<file path="src/rtl/ram8bit_bist.sv">
// ram8bit_bist -- march-style self-test initiator for a small single-port RAM.
//
// On an accepted start the block runs four phases against the RAM port:
// write P(a) = seed + a, read back and verify, write ~P(a), read back and
// verify. It then reports pass/fail, a saturating error count, and the
// address and data of the first mismatching read.
//
// Ports:
//   clk              rising-edge clock
//   rst              synchronous, active-low reset
//   start            begin a test; honoured only in IDLE or DONE
//   seed             pattern seed, captured when start is accepted
//   mem_addr         RAM address (0 outside write/read phases)
//   mem_data         RAM write data (0 whenever mem_wr is low)
//   mem_wr, mem_rd   RAM strobes, never high together
//   mem_out          RAM read data, valid the cycle after mem_rd
//   busy             high while the test runs
//   done             high from completion until the next start or reset
//   pass             valid with done; 1 when no mismatches were seen
//   err_count        mismatch count, saturating at 15
//   first_fail_addr  address of the first mismatch
//   first_fail_data  data read at the first mismatch
//
// RAM handshake: there is no ready; the RAM accepts mem_wr/mem_rd in the cycle
// they are high, and mem_out answers a read exactly one cycle later.
module ram8bit_bist #(
  parameter int DATA_W = 8,
  parameter int ADDR_W = 3
) (
  input  logic              clk,
  input  logic              rst,
  input  logic              start,
  input  logic [DATA_W-1:0] seed,
  output logic [ADDR_W-1:0] mem_addr,
  output logic [DATA_W-1:0] mem_data,
  output logic              mem_wr,
  output logic              mem_rd,
  input  logic [DATA_W-1:0] mem_out,
  output logic              busy,
  output logic              done,
  output logic              pass,
  output logic [3:0]        err_count,
  output logic [ADDR_W-1:0] first_fail_addr,
  output logic [DATA_W-1:0] first_fail_data
);

  typedef enum logic [2:0] {
    IDLE, WR1, RD1, CHK1, WR2, RD2, CHK2, DONE
  } state_t;

  localparam logic [ADDR_W-1:0] ADDR_LAST = '1;

  state_t            state_q, state_d;
  logic [ADDR_W-1:0] addr_d;
  logic [DATA_W-1:0] seed_q, seed_d;

  // Read pipeline: expected word and address of the read issued last cycle.
  logic              chk_q, chk_d;
  logic [DATA_W-1:0] exp_q, exp_d;
  logic [ADDR_W-1:0] chk_addr_q, chk_addr_d;

  // Next values of the registered outputs.
  logic              wr_d, rd_d, busy_d, done_d, pass_d;
  logic [DATA_W-1:0] data_d;
  logic [3:0]        err_d;
  logic [ADDR_W-1:0] ffa_d;
  logic [DATA_W-1:0] ffd_d;
  logic              accept, mismatch;

  function automatic logic [DATA_W-1:0] pattern(input logic [DATA_W-1:0] s,
                                                input logic [ADDR_W-1:0] a);
    return s + {{(DATA_W-ADDR_W){1'b0}}, a};
  endfunction

  assign accept   = ((state_q == IDLE) || (state_q == DONE)) && start;
  assign mismatch = chk_q && (mem_out != exp_q);

  // State register and all output registers.
  always_ff @(posedge clk) begin
    if (!rst) begin
      state_q         <= IDLE;
      seed_q          <= '0;
      mem_addr        <= '0;
      mem_data        <= '0;
      mem_wr          <= 1'b0;
      mem_rd          <= 1'b0;
      busy            <= 1'b0;
      done            <= 1'b0;
      pass            <= 1'b0;
      err_count       <= '0;
      first_fail_addr <= '0;
      first_fail_data <= '0;
      chk_q           <= 1'b0;
      exp_q           <= '0;
      chk_addr_q      <= '0;
    end else begin
      state_q         <= state_d;
      seed_q          <= seed_d;
      mem_addr        <= addr_d;
      mem_data        <= data_d;
      mem_wr          <= wr_d;
      mem_rd          <= rd_d;
      busy            <= busy_d;
      done            <= done_d;
      pass            <= pass_d;
      err_count       <= err_d;
      first_fail_addr <= ffa_d;
      first_fail_data <= ffd_d;
      chk_q           <= chk_d;
      exp_q           <= exp_d;
      chk_addr_q      <= chk_addr_d;
    end
  end

  // Next-state and address sequencing. The address falls back to 0 on
  // every phase change and outside the write/read phases.
  always_comb begin
    state_d = state_q;
    addr_d  = '0;
    seed_d  = seed_q;
    unique case (state_q)
      IDLE, DONE: begin
        if (start) begin
          state_d = WR1;
          seed_d  = seed;
        end
      end
      WR1:  if (mem_addr == ADDR_LAST) state_d = RD1;  else addr_d = mem_addr + 1'b1;
      RD1:  if (mem_addr == ADDR_LAST) state_d = CHK1; else addr_d = mem_addr + 1'b1;
      CHK1: state_d = WR2;
      WR2:  if (mem_addr == ADDR_LAST) state_d = RD2;  else addr_d = mem_addr + 1'b1;
      RD2:  if (mem_addr == ADDR_LAST) state_d = CHK2; else addr_d = mem_addr + 1'b1;
      CHK2: state_d = DONE;
      default: state_d = IDLE;
    endcase
  end

  // Output logic: next values for the registered outputs and the compare
  // pipeline.
  always_comb begin
    wr_d   = (state_d == WR1) || (state_d == WR2);
    rd_d   = (state_d == RD1) || (state_d == RD2);
    busy_d = (state_d != IDLE) && (state_d != DONE);
    done_d = (state_d == DONE);

    data_d = '0;
    if (state_d == WR1) data_d = pattern(seed_d, addr_d);
    if (state_d == WR2) data_d = ~pattern(seed_d, addr_d);

    // Expected word for the read being presented this cycle.
    chk_d      = mem_rd;
    chk_addr_d = mem_addr;
    exp_d      = '0;
    if (state_q == RD1) exp_d = pattern(seed_q, mem_addr);
    if (state_q == RD2) exp_d = ~pattern(seed_q, mem_addr);

    err_d = err_count;
    ffa_d = first_fail_addr;
    ffd_d = first_fail_data;
    if (accept) begin
      err_d = '0;
      ffa_d = '0;
      ffd_d = '0;
    end else if (mismatch) begin
      // A zero count before this compare means this is the first mismatch.
      if (err_count == 4'd0) begin
        ffa_d = chk_addr_q;
        ffd_d = mem_out;
      end
      if (err_count != 4'd15) err_d = err_count + 4'd1;
    end

    pass_d = done_d && (err_d == 4'd0);
  end

endmodule

</file>
<file path="config.mk">
export PLATFORM = sky130hd
export DESIGN_NAME = ram8bit_bist
export DESIGN_NICKNAME = d
export VERILOG_FILES = /design/src/rtl/ram8bit_bist.sv
export SDC_FILE = /design/constraint.sdc
export NUM_CORES = 1
export LEC_CHECK = 0
export ABC_AREA = 1
export CAP_MARGIN = 20
export CORE_ASPECT_RATIO = 1.2
export CORE_UTILIZATION = 52
export DETAILED_ROUTE_END_ITERATION = 8
export PLACE_DENSITY = 0.85
export SLEW_MARGIN = 20
export SYNTH_ARGS = -nofsm -noshare
export SYNTH_HDL_FRONTEND = slang
export SYNTH_SLANG_ARGS = --single-unit
</file>
<file path="constraint.sdc">
create_clock -name clk -period 3.2 [get_ports clk]
set_clock_uncertainty 0.2 [all_clocks]
set_input_delay 0.64 -clock clk [delete_from_list [all_inputs] [get_ports clk]]
set_output_delay 0.64 -clock clk [all_outputs]
set_load 0.01 [all_outputs]
</file>
**Yosys cells after proc, flatten, opt, wreduce, memory -nomap -nowiden**

Cells that the tools add are included.

- Add/subtract/negate cells: 4
- Muxes and demuxes: 17
- Reduce and logical (&&, ||, !) cells: 15
- Eq/ne operators: 16
- Bitwise logic cells: 3

Operators with widths:

| kind | count |
|---|---|
| 8-bit two-way mux | 6 |
| 3-bit equality test (second input constant) | 8 |
| 3-bit two-way mux | 7 |
| 3-bit case mux with 7 select lines | 1 |
| 8-bit by 3-bit adder with 8-bit output | 2 |
| 8-bit NOT | 2 |
| 4-bit two-way mux | 3 |
| 3-bit by 2-bit equality test with 1-bit output (second input constant) | 3 |
| 4-bit logical NOT | 2 |
| 8-bit != test | 1 |
| 3-bit by 1-bit equality test with 1-bit output (second input constant) | 2 |
| 4-bit by 1-bit adder with 4-bit output (second input constant) | 1 |
| 1-bit logical AND | 4 |
| 4-bit != test (second input constant) | 1 |
| 2-bit OR reduction | 2 |
| 4-bit OR reduction | 1 |
| 3-bit by 1-bit adder with 3-bit output (second input constant) | 1 |
| 3-bit logical NOT | 1 |
| 1-bit logical OR | 3 |
| 3-bit != test (second input constant) | 1 |
| 3-bit nonzero test | 1 |
| 2-bit AND reduction | 1 |
| 1-bit NOT | 1 |

- Input port bits: 19
- Register bits after elaboration: 54

**Logic depth before layout (Yosys ltp)**

- Word-level depth: 6
- Depth in mapped cells: 18
- Depth with buffers taken out: 18

**Worst setup path before layout**

OpenSTA, ideal clock, no wires.

- Kind: in2reg
- Start point: input port start
- End point: register mem_data[7]
- Stages: 10
- Path buffers: 1
- Data arrival time: 2.389 ns
- Slack: 0.496 ns
- Data required time: 2.885 ns
- Setup time: 0.115 ns
- Cells stage by stage: buf_2 -> nand2_2 -> mux2i_1 -> inv_1 -> ha_1 -> a21oi_1 -> o21ai_0 -> nand4_1 -> a21oi_1 -> nor2_1

- Longest elaborated chain between the ends: 5

RTL lines:

| item | line | RTL |
|---|---|---|
| from (decl) | 32 | `input logic start,` |
| 8-bit two-way mux * | 123 | `if (start) begin` |
| 8-bit two-way mux * | 121 | `unique case (state_q)` |
| net seed_d[1] | 55 | `logic [DATA_W-1:0] seed_q, seed_d;` |
| 8-bit by 3-bit adder with 8-bit output * | 72 | `return s + {{(DATA_W-ADDR_W){1'b0}}, a};` |
| 8-bit two-way mux / 8-bit NOT (equally long branches) | 147, 148 |  |
| 8-bit two-way mux * | 148 | `if (state_d == WR2) data_d = ~pattern(seed_d, addr_d);` |
| to (signal assigned) | 100 | `mem_data <= data_d;` |
| to (decl) | 35 | `output logic [DATA_W-1:0] mem_data,` |

Mark *: on every way through the listed nets, which the timed path passes. The rest lies on a longest branch.
A chain may end at the register's enable or synchronous reset.

**Worst setup path after layout**

- Start point: input port start
- End point: register mem_data[6]

Same word-level chain as after synthesis.

==> qor.csv <==
metric,value,unit
outcome,"complete, no violations",
rsz0062_at_grt,false,
yosys_warnings,0,
finalCriticalPeriod,2.95,ns
multiInputGateArea,1420,sq um
area_growth,25.4,%
hold_ws,0.238,ns
drt_iter0_markers,141,
first_pass_iters,6,
p_clk_share,33.5,%
clock_path_buffers,2,
yosysSeqAreaShare,39.4,%
synth_seq_cells,54,
dieArea,5570,sq um
hpwlAfterDp,4300,microns
core_area,5010,sq um
htree_num_levels,2,
ant_nets,0,
synthCells,385,
slew_violations,0,
sequentialPowerShare,51.7,%
io_pins,50,
globalRouteTotalUtil,22.6,%
gp_congestion,0.833,
timing.fmax,339,MHz
num_rows,28,
hold_buffers,0,
critPathKind,in2reg,
tightest_slew,0.706,ns
p_comb_share,14.8,%
grt_max_degree,23,
cts_tree,built,
synth_fp_nets,416,
num_vias,2479,
nFillCells,441,
wirelength,5890,microns
drc,0,
cts-buffers-inserted,5,
cp.arrival,2.94,ns
powerDensity,400,nW/um^2
clk_latency,0.31,ns
finalHoldViolations,0,
cp_max_fo,5,
io_buffers,49,
cts_sinks,54,
maxSlewHeadroom,52.6,%
wl_per_cell,11.8,microns
post_cts_buffers,0,
synthFlopType,dfxtp_1,
initial_utilization,54.8,%
vias_per_cell,4.96,
cts_root_buf,clkbuf_8,
grt_pass1_wl,9560,microns
die_y,81.6,microns
fin_nets,470,
start_kind,primary input,
antenna_cells,0,
synth_top_area_share,39.4,%
die_w,68.3,microns
grt_pass1_vias,2258,
synth-edff-count,0,
cellLeakagePower,1.60,nW
fin_setup_tns,0,ns
sw_frac_of_total,25.7,%
antenna_found_initial,0,
layout.area.seq,1080,sq um
clk_pin_slew,0.10,ns
synth_area_leaders,"dfxtp_1, nand2_1, nor2_1, inv_1, nand3_1",
yosysTopAreaCell,dfxtp_1,
ir_drop,0.271,mV
cp.required,3.19,ns
ys_types,28,
finalCritPeriodShare,92.1,%
synth.cells.most_frequent,"nand2_1, nor2_1, dfxtp_1",
syn_avg_cell_area,7.13,sq um
hp-class,reg2reg,
synth_area,2740,sq um
p_sw,0.000353,W
setup_violations,0,
overflow,0,
p_int,0.00102,W
drive_gt1_share,9.09,%
cp-end-kind,flop,
async_flop_share,0,%
yosysMostFrequentCell,nand2_1,
cap_violations,0,
[critical path: stages]
cell and delay, ns:
clkdlybuf4s50_1 0.53, nand2_2 0.13, mux2i_1 0.16, inv_1 0.07
ha_1 0.16, inv_1 0.06, fa_1 0.40, o21ai_0 0.25
nand3_2 0.13, nor2_2 0.11, nand2_1 0.06, nand2_1 0.07
nand2_1 0.05, nand2_1 0.05, a21oi_1 0.05
[state kept, by name (all words and copies together) (netlist names)]
register	count
busy	1
mem_wr	1
state_q	3
mem_data	8
mem_addr	3
done	1
err_count	4
seed_q	8
exp_q	8
mem_rd	1
first_fail_data	8
chk_q	1
first_fail_addr	3
pass	1
chk_addr_q	3
[cells by family (layout without fill, tap and decap cells)]
family / after synthesis / in the layout / share of synthesized area [%]
simple gates: 194 / 194 / 31.2
buf+inv: 65 / 120 / 9.12
flops: 54 / 54 / 39.4
compound gates: 39 / 39 / 7.48
xor+xnor: 19 / 19 / 6.06
fa+ha+maj: 12 / 12 / 6.02
mux: 2 / 2 / 0.730
[power groups by stage]
stage	Sequential [W]	Clock, W	Combinational [W]
floorplan	0.000729	0	0.000116
global placement	0.000726	0	0.000193
detailed placement	0.000726	0	0.000198
CTS	0.000710	0.000466	0.000202
global route	0.000714	0.000491	0.000223
finish	0.000711	0.000461	0.000203
[cell type report]
cell class	instances	share of cell area [%]
clock buffer	6	2.11
clock inverter	2	1.09
inverter	57	6.22
multi-input combinational	266	41.3
sequential	54	31.5
tap	60	2.18
timing repair buffer	55	15.6
[layer usage]
metal  GRT usage [%]  share of wire (%)
met1            25.4                 44
met2            40.2                 50
met3            4.72                4.1
met4            9.38                2.1
met5               0                  0
[cell usage in the layout, fill, tap and decap left out]
cell	instances
nand3_2	3
o21ai_1	5
inv_2	3
xor2_1	9
nand2_1	76
nor4_1	1
clkdlybuf4s50_1	49
nand2_2	9
nor3_1	3
dfxtp_1	51
clkbuf_1	1
mux2i_1	2
clkbuf_8	5
buf_4	6
and3_1	1
clkinv_1	2
bufinv_16	1
nor2_2	3
fa_1	2
nand3_1	28
dfxtp_2	3
inv_1	52
o21ai_0	11
ha_1	10
xnor2_1	10
nand4_1	4
or2_2	1
o21ai_4	1
o21ai_2	1
a22oi_1	1
a21oi_1	20
nand2_4	3
nor2_1	62
clkinvlp_4	1
[metrics by stage]
stage,cells,setup slack [ns],area [sq um],total power [W],utilization (%)
floorplan,385,0.496,2740,0.000846,-
global placement,492,0.0869,3320,0.000919,66.2
detailed placement,492,-0.0682,3320,0.000924,66.2
CTS,500,0.166,3430,0.00138,68.4
global route,500,0.0375,3440,0.00143,68.7
finish,500,0.252,3440,0.00137,68.7
[what timing repair did]
action,CTS,global route
resized for setup,0,4
setup endpoints to repair,0,1
endpoints found under the hold margin,0,0
[final timing paths]
check / startpoint / to / slack [ns] / cells after the start
hold / removal: mem_rd / chk_q / 0.24 / 2
hold reg to reg: mem_rd / chk_q / 0.24 / 2
setup / recovery: start / mem_data[6] / 0.25 / 15
setup reg to reg: state_q[1] / mem_data[6] / 0.28 / 18
Power figures use the tool's default switching activity.
